### config.mk
export PLATFORM = sky130hd
export DESIGN_NAME = switch_counter_debounced
export DESIGN_NICKNAME = d
export VERILOG_FILES = /design/src/rtl/switch_counter_debounced.sv
export SDC_FILE = /design/constraint.sdc
export NUM_CORES = 1
export LEC_CHECK = 0
export ABC_AREA = 1
export BUFFER_PORTS_ARGS = -buffer_cell sky130_fd_sc_hd__buf_2
export CAP_MARGIN = 10
export CORE_MARGIN = 2
export CORE_UTILIZATION = 60
export CTS_BUF_LIST = sky130_fd_sc_hd__clkbuf_16
export CTS_CLUSTER_SIZE = 20
export DETAILED_ROUTE_END_ITERATION = 7
export HOLD_SLACK_MARGIN = 0.12
export PLACE_DENSITY = 0.85
export SLEW_MARGIN = 20
export SYNTH_ARGS = -nofsm -noshare
export SYNTH_HDL_FRONTEND = slang
export SYNTH_SLANG_ARGS = --single-unit
### constraint.sdc
create_clock -name clk -period 1.8 [get_ports clk]
set_input_delay 0.09 -clock clk [delete_from_list [all_inputs] [get_ports clk]]
set_output_delay 0.09 -clock clk [all_outputs]
set_load 0.005 [all_outputs]
### src/rtl/switch_counter_debounced.sv
// switch_counter_debounced: push-button front end for the 7-segment decoder.
// Synchronizes, debounces and edge-detects four keys that drive a 4-bit counter.
module switch_counter_debounced #(
    parameter int DEBOUNCE_CYCLES = 1000000,
    parameter int WRAP            = 1
) (
    input  logic       clk,
    input  logic       rst_n,
    input  logic       btn_inc_n,
    input  logic       btn_dec_n,
    input  logic       btn_clr_n,
    input  logic       btn_load_n,
    input  logic [3:0] sw_value,
    output logic [3:0] count_out,
    output logic       ovf_pulse,
    output logic       unf_pulse
);

    localparam int            CW      = $clog2(DEBOUNCE_CYCLES);
    localparam logic [CW-1:0] CNT_MAX = CW'(DEBOUNCE_CYCLES - 1);

    // bit order: 0 inc, 1 dec, 2 clr, 3 load
    logic [3:0]    raw;
    logic [3:0]    sync1;
    logic [3:0]    synced;
    logic [3:0]    level;
    logic [3:0]    level_q;
    logic [3:0]    press;
    logic [CW-1:0] db_cnt [4];

    logic          inc_ev;
    logic          dec_ev;
    logic          clr_ev;
    logic          load_ev;

    logic [3:0]    count_next;
    logic          ovf_next;
    logic          unf_next;

    assign raw = {btn_load_n, btn_clr_n, btn_dec_n, btn_inc_n};

    // two-flop synchronizer per button, idles at released (1)
    always_ff @(posedge clk or negedge rst_n) begin
        if (!rst_n) begin
            sync1  <= 4'hF;
            synced <= 4'hF;
        end else begin
            sync1  <= raw;
            synced <= sync1;
        end
    end

    // debounce: accept a new level after DEBOUNCE_CYCLES stable synced cycles
    always_ff @(posedge clk or negedge rst_n) begin
        if (!rst_n) begin
            level <= 4'hF;
            for (int i = 0; i < 4; i++) begin
                db_cnt[i] <= '0;
            end
        end else begin
            for (int i = 0; i < 4; i++) begin
                if (synced[i] == level[i]) begin
                    db_cnt[i] <= '0;
                end else if (db_cnt[i] == CNT_MAX) begin
                    level[i]  <= synced[i];
                    db_cnt[i] <= '0;
                end else begin
                    db_cnt[i] <= db_cnt[i] + CW'(1);
                end
            end
        end
    end

    // registered copy of the debounced level for falling-edge detection
    always_ff @(posedge clk or negedge rst_n) begin
        if (!rst_n) begin
            level_q <= 4'hF;
        end else begin
            level_q <= level;
        end
    end

    assign press   = level_q & ~level;
    assign inc_ev  = press[0];
    assign dec_ev  = press[1];
    assign clr_ev  = press[2];
    assign load_ev = press[3];

    // next count: clr > load > (inc xor dec); inc+dec together cancel
    always_comb begin
        count_next = count_out;
        ovf_next   = 1'b0;
        unf_next   = 1'b0;
        if (clr_ev) begin
            count_next = 4'd0;
        end else if (load_ev) begin
            count_next = sw_value;
        end else if (inc_ev && !dec_ev) begin
            if (count_out == 4'd15) begin
                ovf_next   = 1'b1;
                count_next = (WRAP != 0) ? 4'd0 : 4'd15;
            end else begin
                count_next = count_out + 4'd1;
            end
        end else if (dec_ev && !inc_ev) begin
            if (count_out == 4'd0) begin
                unf_next   = 1'b1;
                count_next = (WRAP != 0) ? 4'd15 : 4'd0;
            end else begin
                count_next = count_out - 4'd1;
            end
        end
    end

    // count and limit pulses update on the same edge
    always_ff @(posedge clk or negedge rst_n) begin
        if (!rst_n) begin
            count_out <= 4'd0;
            ovf_pulse <= 1'b0;
            unf_pulse <= 1'b0;
        end else begin
            count_out <= count_next;
            ovf_pulse <= ovf_next;
            unf_pulse <= unf_next;
        end
    end

endmodule

# --- Word level (Yosys, flattened, before mapping) ---
# Index checks and enable logic that the tools add are counted.
word_totals:
  ramBits: 0
  output_inout_bits: 6
  memories: 0
  romBits: 0
  latch_bits: 0
  ff_bits: 102
op_classes:
  n_div: 0
  reduce_logical: 10
  order_cmp: 0
  n_bitwise: 6
  addsub: 6
  n_eq_ne: 9
  muxes: 23
  shift: 0
  n_mul: 0
ops:
  columns: ["operator", "n"]
  rows:
  - ["20-bit two-way mux", 8]
  - ["20-bit by 1-bit adder with 20-bit output, second input constant", 4]
  - ["20-bit == test, second input constant", 4]
  - ["4-bit two-way mux", 6]
  - ["1-bit two-way mux", 9]
  - ["2-bit AND reduction", 4]
  - ["4-bit by 1-bit adder with 4-bit output, second input constant", 1]
  - ["4-bit AND", 1]
  - ["1-bit == test", 4]
  - ["4-bit == test, second input constant", 1]
  - ["4-bit logical NOT", 1]
  - ["1-bit inverter", 4]
  - ["4-bit inverter", 1]
  - ["4-bit nonzero test", 1]
  - ["4-bit by 1-bit subtractor with 4-bit output, second input constant", 1]
  - ["1-bit logical AND", 2]
  - ["1-bit logical NOT", 2]

# --- Depth between registers and ports, before layout ---
depth:
  ltp_word: 8
  ltp_mapped: 10
  depth_no_buf: 10

# --- Worst setup path after synthesis ---
# OpenSTA, ideal clock, no wires.
synth_timing:
  path_kind: "reg2reg"
  start: "reg level_q[1]"
  end: "reg count_out[2]"
  arrival_time_ns: 1.385
  setup_slack_ns: 0.292
  period_less_slack_ns: 1.508
  stages_incl_launch_ff: 10
  cell_sequence: "dfstp_2 > inv_1 > nor2_1 > inv_1 > ha_1 > nand2_1 > o21ai_0 > xor2_1 > o21ai_0 > nand2_1"
synth_via:
  elab_chain_len: 6
  word_cells_on_any_way: 8
  cone_classes: "mux: 3; bitwise: 1; reduce/logical: 4"
synth_rtl:
  columns: ["item", "line", "rtl"]
  rows:
  - ["start, declared", "27", "logic [3:0] level_q;"]
  - ["start signal, assigned", "79", "level_q <= level;"]
  - ["4-bit AND (*)", "83", "assign press = level_q & ~level;"]
  - ["1-bit logical NOT", "98", "end else if (inc_ev && !dec_ev) begin"]
  - ["1-bit logical AND", "98", null]
  - ["4-bit two-way mux", "98", null]
  - ["4-bit two-way mux", "96", "end else if (load_ev) begin"]
  - ["4-bit two-way mux", "94", "if (clr_ev) begin"]
  - ["end signal, assigned", "122", "count_out <= count_next;"]
  - ["end, declared", "14", "output logic [3:0] count_out,"]
# Mark *: on every way between the ends. The rest lies on a longest branch, timed or not.
# A chain may end at the register's enable or synchronous reset.

# --- Worst setup path in the final report ---
# Same ends and word-level chain as after synthesis.

==> results_dict.tcl <==
set metrics [dict create \
    fin_skew_ps 6.12 \
    grt_max_degree 40 \
    grt_usage_pct 24.7 \
    clk_pin_slew_worst_paths_ps 70 \
    slew_headroom_pct 64.7 \
    drt-pass1-iter-count 5 \
    portBuffers 15 \
    num_rows 35 \
    coreArea_sq_um 9110 \
    period_needed_ps 1660 \
    synth.top_cell.area_share_pct 38.7 \
    worst-path-buf-inv 2 \
    start_kind "flop" \
    syn-num-nets 729 \
    netlist_area_sq_um 5560 \
    critPathMaxStageDelay_ps 510 \
    area_delta_synth_final_pct 11.5 \
    power_density_nw_per_um2 710 \
    crit_path_end_kind "flop" \
    htree_levels 3 \
    grt_pass1_wl_um 19900 \
    critPathKind "flop to flop" \
    fp.dieW_um 100 \
    drt_wl_total_um 10900 \
    hpwl_um 8050 \
    dieArea_sq_um 10000 \
    hold-worst-slack_ps 153 \
    timing.final.crit_share_pct 92.3 \
    wl_per_cell_um 12.6 \
    worst_pin_slew_ps 529 \
    ioPinCount 16 \
    antenna_left 0 \
    synth_cell_types 28 \
    hp-class "input pin to flop" \
    vias 4574 \
    clock_latency_ps 350 \
    synth_area_leaders "dfrtp_1, nor2_1, nand2_1" \
    fin_cells 866 \
    worstPathArrival_ps 1900 \
    path_max_fanout 7 \
    grt_overflow_total 0 \
    synthFlopType "dfrtp_1" \
    p_leak_nw 2.66 \
    yosys_warnings 0 \
    dp.cells 842 \
    root_buffer "clkbuf_16" \
    drive_gt1_share_pct 14.6 \
    antenna_found_initial 0 \
    place_congestion 0.944 \
    cp.required_ps 2040 \
    cp_slowest_cell "dfstp_2" \
    die_h_um 100 \
    slew_violations 0 \
    synth_edf_count 0 \
    avgViaCountPerCell 5.28 \
    finalSetupViolCount 0 \
    ys_seq_area_share_pct 46.3 \
    final_nets 768 \
    cts_buffers 9 \
    antennaDiodeCount 0 \
    synthCells 711 \
    fmax_mhz 602 \
    route.detailed.drc 0 \
    finalPower_mw 4.40 \
    crit_family "flip-flops" \
    rsz0062_at_grt "false" \
    postSynth.asyncResetShare_pct 100 \
    cts_tree "built" \
    synth.ff_latch_count 102 \
    clockBufferDepth 2 \
    grt_pass1_vias 4465 \
    clkSinkCount 102 \
    drv_cap 0 \
    crit_chain "inv_1 > nor2_1 > inv_1 > ha_1 > nand2_1 > o21ai_1 > xor2_1 > o21ai_0 > nand2_1" \
    outcome "finished clean" \
    drt-initial-drc-count 262 \
    start_util_pct 61.0 \
    finalSetupTns_ps 0 \
    ir_drop_uv 432 \
    yosys.area.top_type "dfrtp_1" \
    hold_viol 0 \
    syn_avg_cell_area_sq_um 7.81 \
]
==> cells in the mapped netlist, types with 3 or more instances <==
| master | count |
|---|---|
| xor2_1 | 20 |
| nand3_2 | 6 |
| nor2_2 | 9 |
| inv_2 | 3 |
| dfrtp_1 | 86 |
| nor2_4 | 12 |
| xnor2_1 | 22 |
| dfstp_2 | 16 |
| nor3_2 | 4 |
| o21bai_1 | 4 |
| nor3_1 | 16 |
| nand4_1 | 5 |
| nand3_1 | 47 |
| inv_1 | 80 |
| nor2_1 | 168 |
| nand2_2 | 18 |
| nand2_1 | 154 |
| a21oi_1 | 12 |
| ha_1 | 8 |
| o21ai_0 | 10 |
==> cell families after synthesis <==
logic type | after synthesis | synth area share, %
adders and majority gates | 8 | 1.80
xor gates and xnor gates | 43 | 6.91
AOI/OAI and AO/OA | 29 | 2.91
DFF | 102 | 46.3
and+or+nand+nor | 444 | 36.2
buffers and inverters | 85 | 5.90
==> placed cells by master (no fill, tap or decap), types with 3 or more instances in the layout <==
master,n
nor2_1,168
xor2_1,20
nand3_1,47
dfrtp_1,86
ha_1,8
nor2_2,9
o21bai_1,4
nand4_1,5
o21ai_0,9
nor2_4,12
xnor2_1,22
a21oi_1,12
clkbuf_16,9
buf_2,14
buf_4,6
dlygate4sd3_1,8
dfstp_2,16
nand3_2,6
inv_2,3
inv_1,81
nand2_2,18
nand2_1,154
nor3_2,4
nor3_1,16
==> through the flow <==
step / setup WS, ps / cell area [sq um] / util [%]
floorplan: 292 / 5560 / -
global placement: 245 / 5830 / 64.0
detailed placement: 98.6 / 5830 / 64.0
CTS: 94.1 / 6200 / 68.0
global route: 2.13 / 6200 / 68.0
finish: 139 / 6200 / 68.0
==> registers in the layout (all words and copies together) (netlist names) <==
register	count
count_out	4
level_q	4
ovf_pulse	1
level	4
db_cnt	80
unf_pulse	1
sync1	4
synced	4
==> metal layers <==
layer / wire length (um) / track usage (%) / up-vias / share of wire, %
met5: 0 / 0 / - / 0
li1: - / - / 2272 / -
met3: 501 / 5.43 / 30 / 4.6
met2: 5380 / 40.7 / 126 / 49
met1: 4810 / 32.0 / 2146 / 44
met4: 253 / 9.38 / 0 / 2.3
==> worst paths after layout <==
path / cells past startpoint / slack, ps / from / end
worst min register to register: 0 / 360 / sync1[3]$_DFF_PN1_ / synced[3]$_DFF_PN1_
worst max-delay path: 9 / 140 / level_q[1]$_DFF_PN1_ / count_out[2]$_DFFE_PN0P_
worst min-delay path: 5 / 150 / sw_value[0] / count_out[0]$_DFFE_PN0P_
max in group asynchronous: 3 / 930 / rst_n / sync1[3]$_DFF_PN1_
worst max register to register: 9 / 140 / level_q[1]$_DFF_PN1_ / count_out[2]$_DFFE_PN0P_
min in group asynchronous: 2 / 260 / rst_n / db_cnt[76]$_DFF_PN0_
==> layout make-up <==
type	count	area, sq um
inverters	83	312
multi-input cells	524	2660
clock buffers	9	225
repair buffers	30	235
clock inverters	7	57.6
fillers	714	2910
flip-flops and latches	102	2570
well taps	111	139
==> worst register-to-register path: cells and delay by family, from the launching register on <==
| family | cells | cell delay (ps) |
|---|---|---|
| buffers and inverters | 2 | 100 |
| DFF | 1 | 510 |
| AOI/OAI and AO/OA | 2 | 270 |
| xor gates and xnor gates | 1 | 150 |
| and+or+nand+nor | 3 | 260 |
| adders and majority gates | 1 | 260 |
==> power by group <==
part,internal [mW],switching [mW]
clock,0.957,0.897
sequential,2.33,0.0244
combinational,0.0686,0.121
total,3.36,1.04
==> what timing repair did <==
action,in CTS,in global routing
endpoints found under the hold margin,62,0
gates resized for setup,0,1
setup endpoints to repair,0,1
hold buffers,8,0
buffers inserted,0,0
Power figures use the tool's default switching activity.
